File: src/rtl/ifetch_stage.sv
// Instruction fetch stage: issues word fetches to instruction memory and pushes
// {instr, pc, pc+4} packets to the decode FIFO, handling redirects and backpressure.
module ifetch_stage #(
  parameter logic [31:0] RESET_PC = 32'h0040_0000,
  parameter int unsigned FIFO_W   = 96
) (
  input  logic              CLK,
  input  logic              RESET,
  input  logic              halt,
  input  logic              redirect_valid,
  input  logic [31:0]       redirect_pc,
  output logic              imem_req,
  output logic [31:0]       imem_addr,
  input  logic              imem_ack,
  input  logic [31:0]       imem_rdata,
  output logic              pushing,
  output logic [FIFO_W-1:0] out_data,
  input  logic              push_must_wait,
  output logic [31:0]       fetch_count,
  output logic [15:0]       drop_count
);

  typedef enum logic [1:0] {StHalt, StReq, StPush, StDrain} state_e;

  state_e            state_q;
  logic [31:0]       pc_q;
  logic [31:0]       addr_q;
  logic              req_q;
  logic              push_q;
  logic [FIFO_W-1:0] data_q;
  logic [31:0]       fetch_cnt_q;
  logic [15:0]       drop_cnt_q;

  logic [31:0] redir_pc;
  logic [31:0] pc_inc;
  logic [31:0] accept_pc;
  logic [15:0] drop_inc;

  always_comb begin
    redir_pc  = redirect_pc & 32'hFFFF_FFFC;
    pc_inc    = pc_q + 32'd4;
    accept_pc = redirect_valid ? redir_pc : pc_inc;
    drop_inc  = (drop_cnt_q == 16'hFFFF) ? drop_cnt_q : drop_cnt_q + 16'd1;
  end

  always_ff @(posedge CLK) begin
    if (RESET) begin
      state_q     <= StHalt;
      pc_q        <= RESET_PC;
      addr_q      <= '0;
      req_q       <= 1'b0;
      push_q      <= 1'b0;
      data_q      <= '0;
      fetch_cnt_q <= '0;
      drop_cnt_q  <= '0;
    end else begin
      unique case (state_q)
        StHalt: begin
          if (redirect_valid) begin
            pc_q <= redir_pc;
          end else if (!halt) begin
            state_q <= StReq;
            req_q   <= 1'b1;
            addr_q  <= pc_q;
          end
        end

        StReq: begin
          if (redirect_valid) begin
            pc_q <= redir_pc;
            if (imem_ack) begin
              // Response belongs to the stale path; reissue at the target now.
              drop_cnt_q <= drop_inc;
              addr_q     <= redir_pc;
            end else begin
              state_q <= StDrain;
            end
          end else if (imem_ack) begin
            data_q  <= {imem_rdata, pc_q, pc_inc};
            state_q <= StPush;
            req_q   <= 1'b0;
            push_q  <= 1'b1;
          end
        end

        StPush: begin
          if (!push_must_wait) begin
            fetch_cnt_q <= fetch_cnt_q + 32'd1;
            pc_q        <= accept_pc;
            push_q      <= 1'b0;
            if (halt) begin
              state_q <= StHalt;
            end else begin
              state_q <= StReq;
              req_q   <= 1'b1;
              addr_q  <= accept_pc;
            end
          end else if (redirect_valid) begin
            pc_q    <= redir_pc;
            state_q <= StReq;
            push_q  <= 1'b0;
            req_q   <= 1'b1;
            addr_q  <= redir_pc;
          end
        end

        StDrain: begin
          // The outstanding request keeps its original address until acked.
          if (redirect_valid) begin
            pc_q <= redir_pc;
          end
          if (imem_ack) begin
            drop_cnt_q <= drop_inc;
            state_q    <= StReq;
            addr_q     <= redirect_valid ? redir_pc : pc_q;
          end
        end

        default: begin
          state_q <= StHalt;
          req_q   <= 1'b0;
          push_q  <= 1'b0;
        end
      endcase
    end
  end

  assign imem_req    = req_q;
  assign imem_addr   = addr_q;
  assign pushing     = push_q;
  assign out_data    = data_q;
  assign fetch_count = fetch_cnt_q;
  assign drop_count  = drop_cnt_q;

endmodule

File: config.mk
export PLATFORM = sky130hd
export DESIGN_NAME = ifetch_stage
export DESIGN_NICKNAME = d
export VERILOG_FILES = /design/src/rtl/ifetch_stage.sv
export SDC_FILE = /design/constraint.sdc
export NUM_CORES = 1
export LEC_CHECK = 0
export BUFFER_PORTS_ARGS = -buffer_cell sky130_fd_sc_hd__buf_2
export CAP_MARGIN = 40
export CELL_PAD_IN_SITES_DETAIL_PLACEMENT = 1
export CELL_PAD_IN_SITES_GLOBAL_PLACEMENT = 2
export CORE_ASPECT_RATIO = 1.75
export CORE_MARGIN = 1.5
export CORE_UTILIZATION = 25
export CTS_CLUSTER_DIAMETER = 40
export DETAILED_ROUTE_END_ITERATION = 8
export GPL_TIMING_DRIVEN = 0
export PLACE_DENSITY = 0.71
export SLEW_MARGIN = 20
export SYNTH_ARGS = -nofsm -noshare
export SYNTH_HDL_FRONTEND = slang
export SYNTH_SLANG_ARGS = --single-unit
export TNS_END_PERCENT = 100
File: constraint.sdc
create_clock -name CLK -period 3 [get_ports CLK]
set_input_delay 0.15 -clock CLK [delete_from_list [all_inputs] [get_ports CLK]]
set_output_delay 0.15 -clock CLK [all_outputs]
set_load 0.01 [all_outputs]
==> reports/qor.yml, run 1 <==
layout:
  fin_nets: 1731
  fill_cells: 5051
  antenna_cells: 0
  register_area_sq_mm: 0.00420
  syn_to_final_growth_pct: 36.3
  multi_input_area_sq_mm: 0.00561
  postLayoutCoreUtil: 0.344
  fin_area_sq_mm: 0.0143
  instances_no_fill: 2234
  drive_gt1_frac: 0.237
setup_path:
  crit_type: "reg2reg"
  worstPathRequired_ns: 3.46
  path_depth: 7
  r2r_slack_ns: 0.14
  crit_top_cell: "clkbuf_1"
  reg2reg_depth: 7
  cp_num_buf_inv: 2
  reg2reg_to: "imem_addr[3]$_SDFFE_PP0P_"
  crit_arrival_ns: 3.32
  regToRegStartpoint: "state_q[1]$_SDFFE_PP0P_"
  critPathTopFamily: "buffers and inverters"
  crit_path_end_kind: "flip-flop"
  crit_path_end: "imem_addr[3]$_SDFFE_PP0P_"
  cp-start-kind: "flip-flop"
  cp_max_fo: 10
  slowest_delay_ns: 0.62
  cp-startpoint: "state_q[1]$_SDFFE_PP0P_"
  path_cells: "ha_1 -> clkbuf_1 -> clkbuf_1 -> a22oi_1 -> o21ai_0 -> o221ai_1 -> a21oi_1"
  cpMaxStageDelayCell: "clkbuf_1"
timing:
  slew_violations: 0
  max_freq_ghz: 0.349
  hold-worst-slack_ns: 0.0144
  min_period_over_period: 0.954
  fin_ws_ns: 0.139
  finalHoldViolCount: 0
  max-slew-margin-rel: 0.391
  rsz0062_at_grt: "false"
  skew_ns: 0.0226
  period_needed_ns: 2.86
  tightest_slew_ns: 0.913
  setup_viol: 0
drt:
  dr.pass1.iters: 5
  num_vias: 11330
  avgRoutedWirePerCell_um: 22.1
  routed_wl_um: 49400
  route.detailed.drc: 0
  drtIter0Drc: 581
  via_per_inst: 5.07
  antenna_left: 0
run:
  max_cap_violations: 0
synthesis:
  syn-num-nets: 1384
  synth_edf_count: 0
  syn_area_per_cell_sq_um: 8.01
  async_reset_ff_frac: 0
  yosys.area.top_type: "dfxtp_1"
  yosys.cell_types.count: 72
  ys_top_cells_by_area: "dfxtp_1 40%, nand2_1 7.8%, a21oi_1 5.0%"
  yosys.area.top_type_share: 0.402
  yosys_warnings: 0
  synthFlopType: "dfxtp_1"
  syn_area_sq_mm: 0.0105
  netlist_top_cells_count: "216 x nand2_1, 210 x dfxtp_1, 116 x nor2_1, 105 x a21oi_1, 67 x clkbuf_1"
  ys_seq_area_frac: 0.402
  syn_inst: 1306
  synth.most_common_cell: "nand2_1"
  synth_seq_cells: 210
place:
  io_buffers: 243
  placed_area_sq_mm: 0.0125
  dp.cells: 2112
  dp_hpwl_um: 37300
  place_congestion: 0.935
  dpl_worst_slack_ns: 0.00658
die:
  start_util: 0.252
  die_h_um: 274
  die_w_um: 158
  core.rowCount: 99
  ioPinCount: 248
  core_sq_mm: 0.0415
  dieArea_sq_mm: 0.0431
hold_path:
  min_path_cells: 3
  hp-class: "in2reg"
clock_network:
  cts_tree: "built"
  insertion_delay_ns: 0.53
  htreeDepth: 2
  cts.sinks: 210
  cts_buffers: 35
  clock_tree.root_cell: "clkbuf_16"
  path_clk_slew_ns: 0.06
  cts_buffer_depth: 3
power:
  cellPowerDensity_mw_per_mm2: 752
  p_leak_nw: 5.65
  ir_worst_vdd_v: 0.000375
status:
  status: "complete, no violations"
grt:
  grt_max_degree: 15
  grtUsageTotal: 0.226
  grt_pass1_wl_um: 72800
  antenna_found_initial: 0
  grt_pass1_vias: 11903
  grt_overflow: 0
-- cells in the final DEF (no fill, tap or decap), types with 7 or more instances in the layout --
| cell type | count |
|---|---|
| and3_1 | 13 |
| buf_1 | 9 |
| o22ai_1 | 7 |
| xnor2_1 | 52 |
| inv_1 | 21 |
| clkbuf_1 | 66 |
| nor2b_1 | 11 |
| nand3_1 | 35 |
| a311oi_1 | 8 |
| dfxtp_1 | 210 |
| and2_1 | 7 |
| a22oi_1 | 8 |
| clkbuf_16 | 37 |
| a221o_1 | 8 |
| or3_1 | 9 |
| nor2_1 | 116 |
| dlygate4sd3_1 | 54 |
| buf_2 | 281 |
| nor4_1 | 23 |
| and4_1 | 12 |
| a221oi_1 | 18 |
| nor3_1 | 32 |
| mux2i_1 | 11 |
| buf_6 | 10 |
| ha_1 | 8 |
| mux2_2 | 10 |
| a211oi_1 | 41 |
| buf_4 | 12 |
| nand4_1 | 26 |
| o21ai_0 | 40 |
| nand2_1 | 216 |
| a21oi_1 | 105 |
| o221ai_1 | 9 |
| nand2b_1 | 18 |
| xor2_1 | 29 |
-- what timing repair did --
action	CTS	global route
hold endpoints to repair	61	0
setup buffers	0	3
hold buffers	54	0
gates resized for setup	1	6
pin swaps	0	1
endpoints found under the setup margin	4	29
-- flip-flops by register name (all words and copies together), names as in the netlist --
signal       flops
imem_addr       32
pushing          1
out_data        94
drop_count      16
imem_req         1
pc_q            32
fetch_count     32
state_q          2
-- power breakdown --
group          internal (mW)  switching, mW  total, mW
sequential              3.12          0.213       3.33
combinational           1.07           2.10       3.18
clock                   2.61           1.61       4.22
-- area by class of cell --
| class | instances | area share |
|---|---|---|
| Buffer | 125 | 0.0405 |
| Tap cell | 555 | 0.0487 |
| Sequential cell | 210 | 0.295 |
| Timing Repair Buffer | 310 | 0.132 |
| Clock buffer | 42 | 0.0677 |
| Multi-Input combinational cell | 949 | 0.393 |
| Inverter | 22 | 0.00579 |
| Clock inverter | 21 | 0.0176 |
-- worst reg2reg max path, cell delays in order (launching register included) --
cell and delay, ns:
dfxtp_1 0.40, ha_1 0.50, clkbuf_1 0.62, clkbuf_1 0.60, a22oi_1 0.19, o21ai_0 0.18
o221ai_1 0.16, a21oi_1 0.16
-- logic make-up (layout without fill, tap and decap cells) --
logic type                 after synthesis  in the layout  synth area share
and+or+nand+nor                        542            542             0.248
buffers and inverters                  147            520            0.0626
xor gates and xnor gates                81             81            0.0678
adders and majority gates                8              8           0.00957
AOI/OAI and AO/OA                      297            297             0.189
muxes                                   21             21            0.0213
DFF                                    210            210             0.402
-- worst min-delay path by stage --
stage | startpoint | to | slack [ns]
finish | redirect_pc[12] | imem_addr[12]$_SDFFE_PP0P_ | 0.01
global route | redirect_pc[12] | imem_addr[12]$_SDFFE_PP0P_ | 0.02
CTS | redirect_pc[7] | pc_q[7]$_SDFF_PP0_ | 0.002
detailed placement | imem_rdata[0] | out_data[64]$_SDFFE_PP0P_ | 0.40
global placement | imem_rdata[30] | out_data[94]$_SDFFE_PP0P_ | 0.39
floorplan | imem_rdata[0] | out_data[64]$_SDFFE_PP0P_ | 0.29
-- stage by stage --
stage / total power, mW / TNS [ns]
5_1_grt: 11.2 / 0
2_1_floorplan: 5.09 / 0
4_1_cts: 10.8 / 0
3_5_place_dp: 6.47 / 0
3_3_place_gp: 6.41 / -32.11
6_report: 10.7 / 0
-- layer usage --
metal  track usage  share of wire  vias up
met5             0              0        -
met4         0.141          0.065        0
met3        0.0363          0.048      146
met2         0.417           0.52      382
met1         0.235           0.37     5483
li1              -              -     5319
(Power assumes the default switching activity.)
==> run 2, diff against run 1 <==
==> constraint.sdc (replaced) <==
create_clock -name CLK -period 3.23 [get_ports CLK]
set_input_delay 0.1615 -clock CLK [delete_from_list [all_inputs] [get_ports CLK]]
set_output_delay 0.1615 -clock CLK [all_outputs]
set_load 0.01 [all_outputs]
==> run 2 against run 1 <==
Worst setup slack lost 0.029 ns. Maximum frequency shrank 8.3%. First-iteration DRC count decreased by 1.7%. Largest cell class unchanged. Critical path depth unchanged. Hold slack better by 0.0091 ns. Die area did not move. Count of clock-buffer cells in the layout is the same. Critical endpoint is now imem_addr[23]$_SDFFE_PP0P_. Design area decreased by 0.18%. Clock skew increased by 0.0011 ns.
==> reports/qor.yml, run 2 (synthesized netlist as in run 1, its figures left out) <==
timing:
  skew_ns: 0.0237  # +0.00108 ns
  period_needed_ns: 3.12  # +0.259 ns
  slew_violations: 0  # unchanged
  hold-worst-slack_ns: 0.0236  # +0.00914 ns
  finalHoldViolCount: 0  # unchanged
  setup_viol: 0  # unchanged
  max_freq_ghz: 0.321  # -8.3%
  max-slew-margin-rel: 0.395  # +0.00358
  rsz0062_at_grt: "false"
  tightest_slew_ns: 0.908  # -0.00537 ns
  min_period_over_period: 0.966  # +0.0121
clock_network:
  cts_buffer_depth: 3  # unchanged
  cts_tree: "built"
  insertion_delay_ns: 0.53  # about the same
  htreeDepth: 2  # unchanged
  path_clk_slew_ns: 0.05  # about the same
  cts_buffers: 35  # unchanged
  cts.sinks: 210  # unchanged
  clock_tree.root_cell: "clkbuf_16"
layout:
  final_cell_mix: "281 x buf_2, 216 x nand2_1, 210 x dfxtp_1, 116 x nor2_1, 105 x a21oi_1"
  drive_gt1_frac: 0.235  # -0.00210
  fill_cells: 5051  # unchanged
  fin_nets: 1729  # -0.12%
  antenna_cells: 0  # unchanged
  mostFrequentLayoutCell: "buf_2"
  syn_to_final_growth_pct: 36.0
  fin_area_sq_mm: 0.0142  # -0.18%
  largest_register_ffs: 94  # unchanged
hold_path:
  hp-class: "in2reg"
  min-delay-start: "redirect_pc[18]"
  min_path_cells: 3  # unchanged
setup_path:
  crit_arrival_ns: 3.53  # +0.21 ns
  cpMaxStageDelayCell: "nor2b_1"
  crit_type: "reg2reg"
  path_cells: "ha_1 -> nor2b_1 -> or2_2 -> clkbuf_1 -> buf_1 -> a21boi_0 -> o41ai_1"
  cp-start-kind: "flip-flop"
  regToRegStartpoint: "state_q[1]$_SDFFE_PP0P_"
  reg2reg_depth: 7  # unchanged
  crit_path_end_kind: "flip-flop"
  worstPathRequired_ns: 3.64  # +0.18 ns
  cp-startpoint: "state_q[1]$_SDFFE_PP0P_"
  path_depth: 7  # unchanged
  slowest_delay_ns: 0.62  # about the same
  critPathTopFamily: "simple AND/OR/NAND/NOR gates"
  cp_max_fo: 10  # unchanged
  cp_num_buf_inv: 2  # unchanged
drt:
  antenna_left: 0  # unchanged
  dr.pass1.iters: 4  # -1
  avgRoutedWirePerCell_um: 22.1  # about the same
  route.detailed.drc: 0  # unchanged
  via_per_inst: 5.05  # -0.39%
  routed_wl_um: 49400  # -0.11%
  drtIter0Drc: 571  # -1.7%
  num_vias: 11276  # -0.48%
place:
  placed_area_sq_mm: 0.0125  # unchanged
  place_congestion: 0.935  # unchanged
  io_buffers: 243  # unchanged
  dp_hpwl_um: 37300  # unchanged
grt:
  grt_max_degree: 15  # unchanged
  antenna_found_initial: 0  # unchanged
  grtUsageTotal: 0.226  # about the same
  grt_pass1_vias: 11901  # -0.017%
  grt_overflow: 0  # unchanged
  grt_pass1_wl_um: 72900  # +0.12%
run:
  max_cap_violations: 0  # unchanged
die:
  dieArea_sq_mm: 0.0431  # unchanged
  core_sq_mm: 0.0415  # unchanged
  die_w_um: 158  # unchanged
  ioPinCount: 248  # unchanged
  die_h_um: 274  # unchanged
  core.rowCount: 99  # unchanged
  start_util: 0.252  # unchanged
power:
  ir_worst_vdd_v: 0.000350  # -6.7%
  cellPowerDensity_mw_per_mm2: 700  # -7.0%
  p_leak_nw: 5.63  # -0.38%
status:
  status: "complete, no violations"
==> run 2: cell count changes in the layout (fill, tap and decap cells not counted) <==
cell / before / now
buf_1: 9 / 10
clkbuf_1: 66 / 69
clkbuf_2: 5 / 1
dlygate4sd3_1: 54 / 52
==> run 2: metrics by stage <==
stage                     total power, mW  worst slack, ns  utilization  instances  setup TNS (ns)
after global routing                 10.4           0.0185        0.343       2232               0
final                                9.96            0.110        0.343       2232               0
after global placement               5.96           -0.356        0.298       2104          -15.06
after floorplan                      4.73             1.14            -       1306               0
after CTS                            10.0            0.136        0.342       2227               0
after detailed placement             6.01            0.237        0.300       2112               0
==> run 2: worst register-to-register path, stage by stage, from the launching register on <==
cell	delay [ns]
dfxtp_1	0.40
ha_1	0.51
nor2b_1	0.62
or2_2	0.23
clkbuf_1	0.25
buf_1	0.56
a21boi_0	0.19
o41ai_1	0.25
==> run 2: repair_timing <==
| action | 4_1_cts | 5_1_grt |
|---|---|---|
| hold buffers | 52 | 0 |
| buffers inserted | 0 | 3 |
| gates resized for setup | 0 | 1 |
| endpoints found under the hold margin | 56 | 0 |
| setup endpoints to repair | 0 | 2 |
==> run 2: per-layer routing <==
layer	track usage	share of wire	up-vias
li1	-	-	5311
met1	0.235	0.37	5477
met2	0.418	0.52	347
met3	0.0356	0.043	141
met4	0.140	0.065	0
met5	0	0	-
==> run 2: final timing paths <==
path         slack [ns]                         end
max reg2reg        0.11  imem_addr[23]$_SDFFE_PP0P_
max                0.11  imem_addr[23]$_SDFFE_PP0P_
min reg2reg        0.45   imem_addr[1]$_SDFFE_PP0P_
min                0.02         pc_q[18]$_SDFF_PP0_
==> run 2: power breakdown <==
| part | internal [mW] | switching (mW) | leakage, nW |
|---|---|---|---|
| sequential | 2.90 | 0.198 | 1.71 |
| combinational | 0.993 | 1.96 | 3.33 |
| clock | 2.42 | 1.49 | 0.592 |
| total | 6.31 | 3.65 | 5.63 |
==> run 2: final cells by class <==
type	count	area, sq um	area share
Multi-Input combinational cell	949	5610	0.394
Buffer	125	572	0.0402
Inverter	22	82.6	0.00580
Tap cell	555	694	0.0488
Sequential cell	210	4200	0.295
Clock inverter	21	251	0.0177
Clock buffer	42	965	0.0678
Timing Repair Buffer	308	1860	0.130
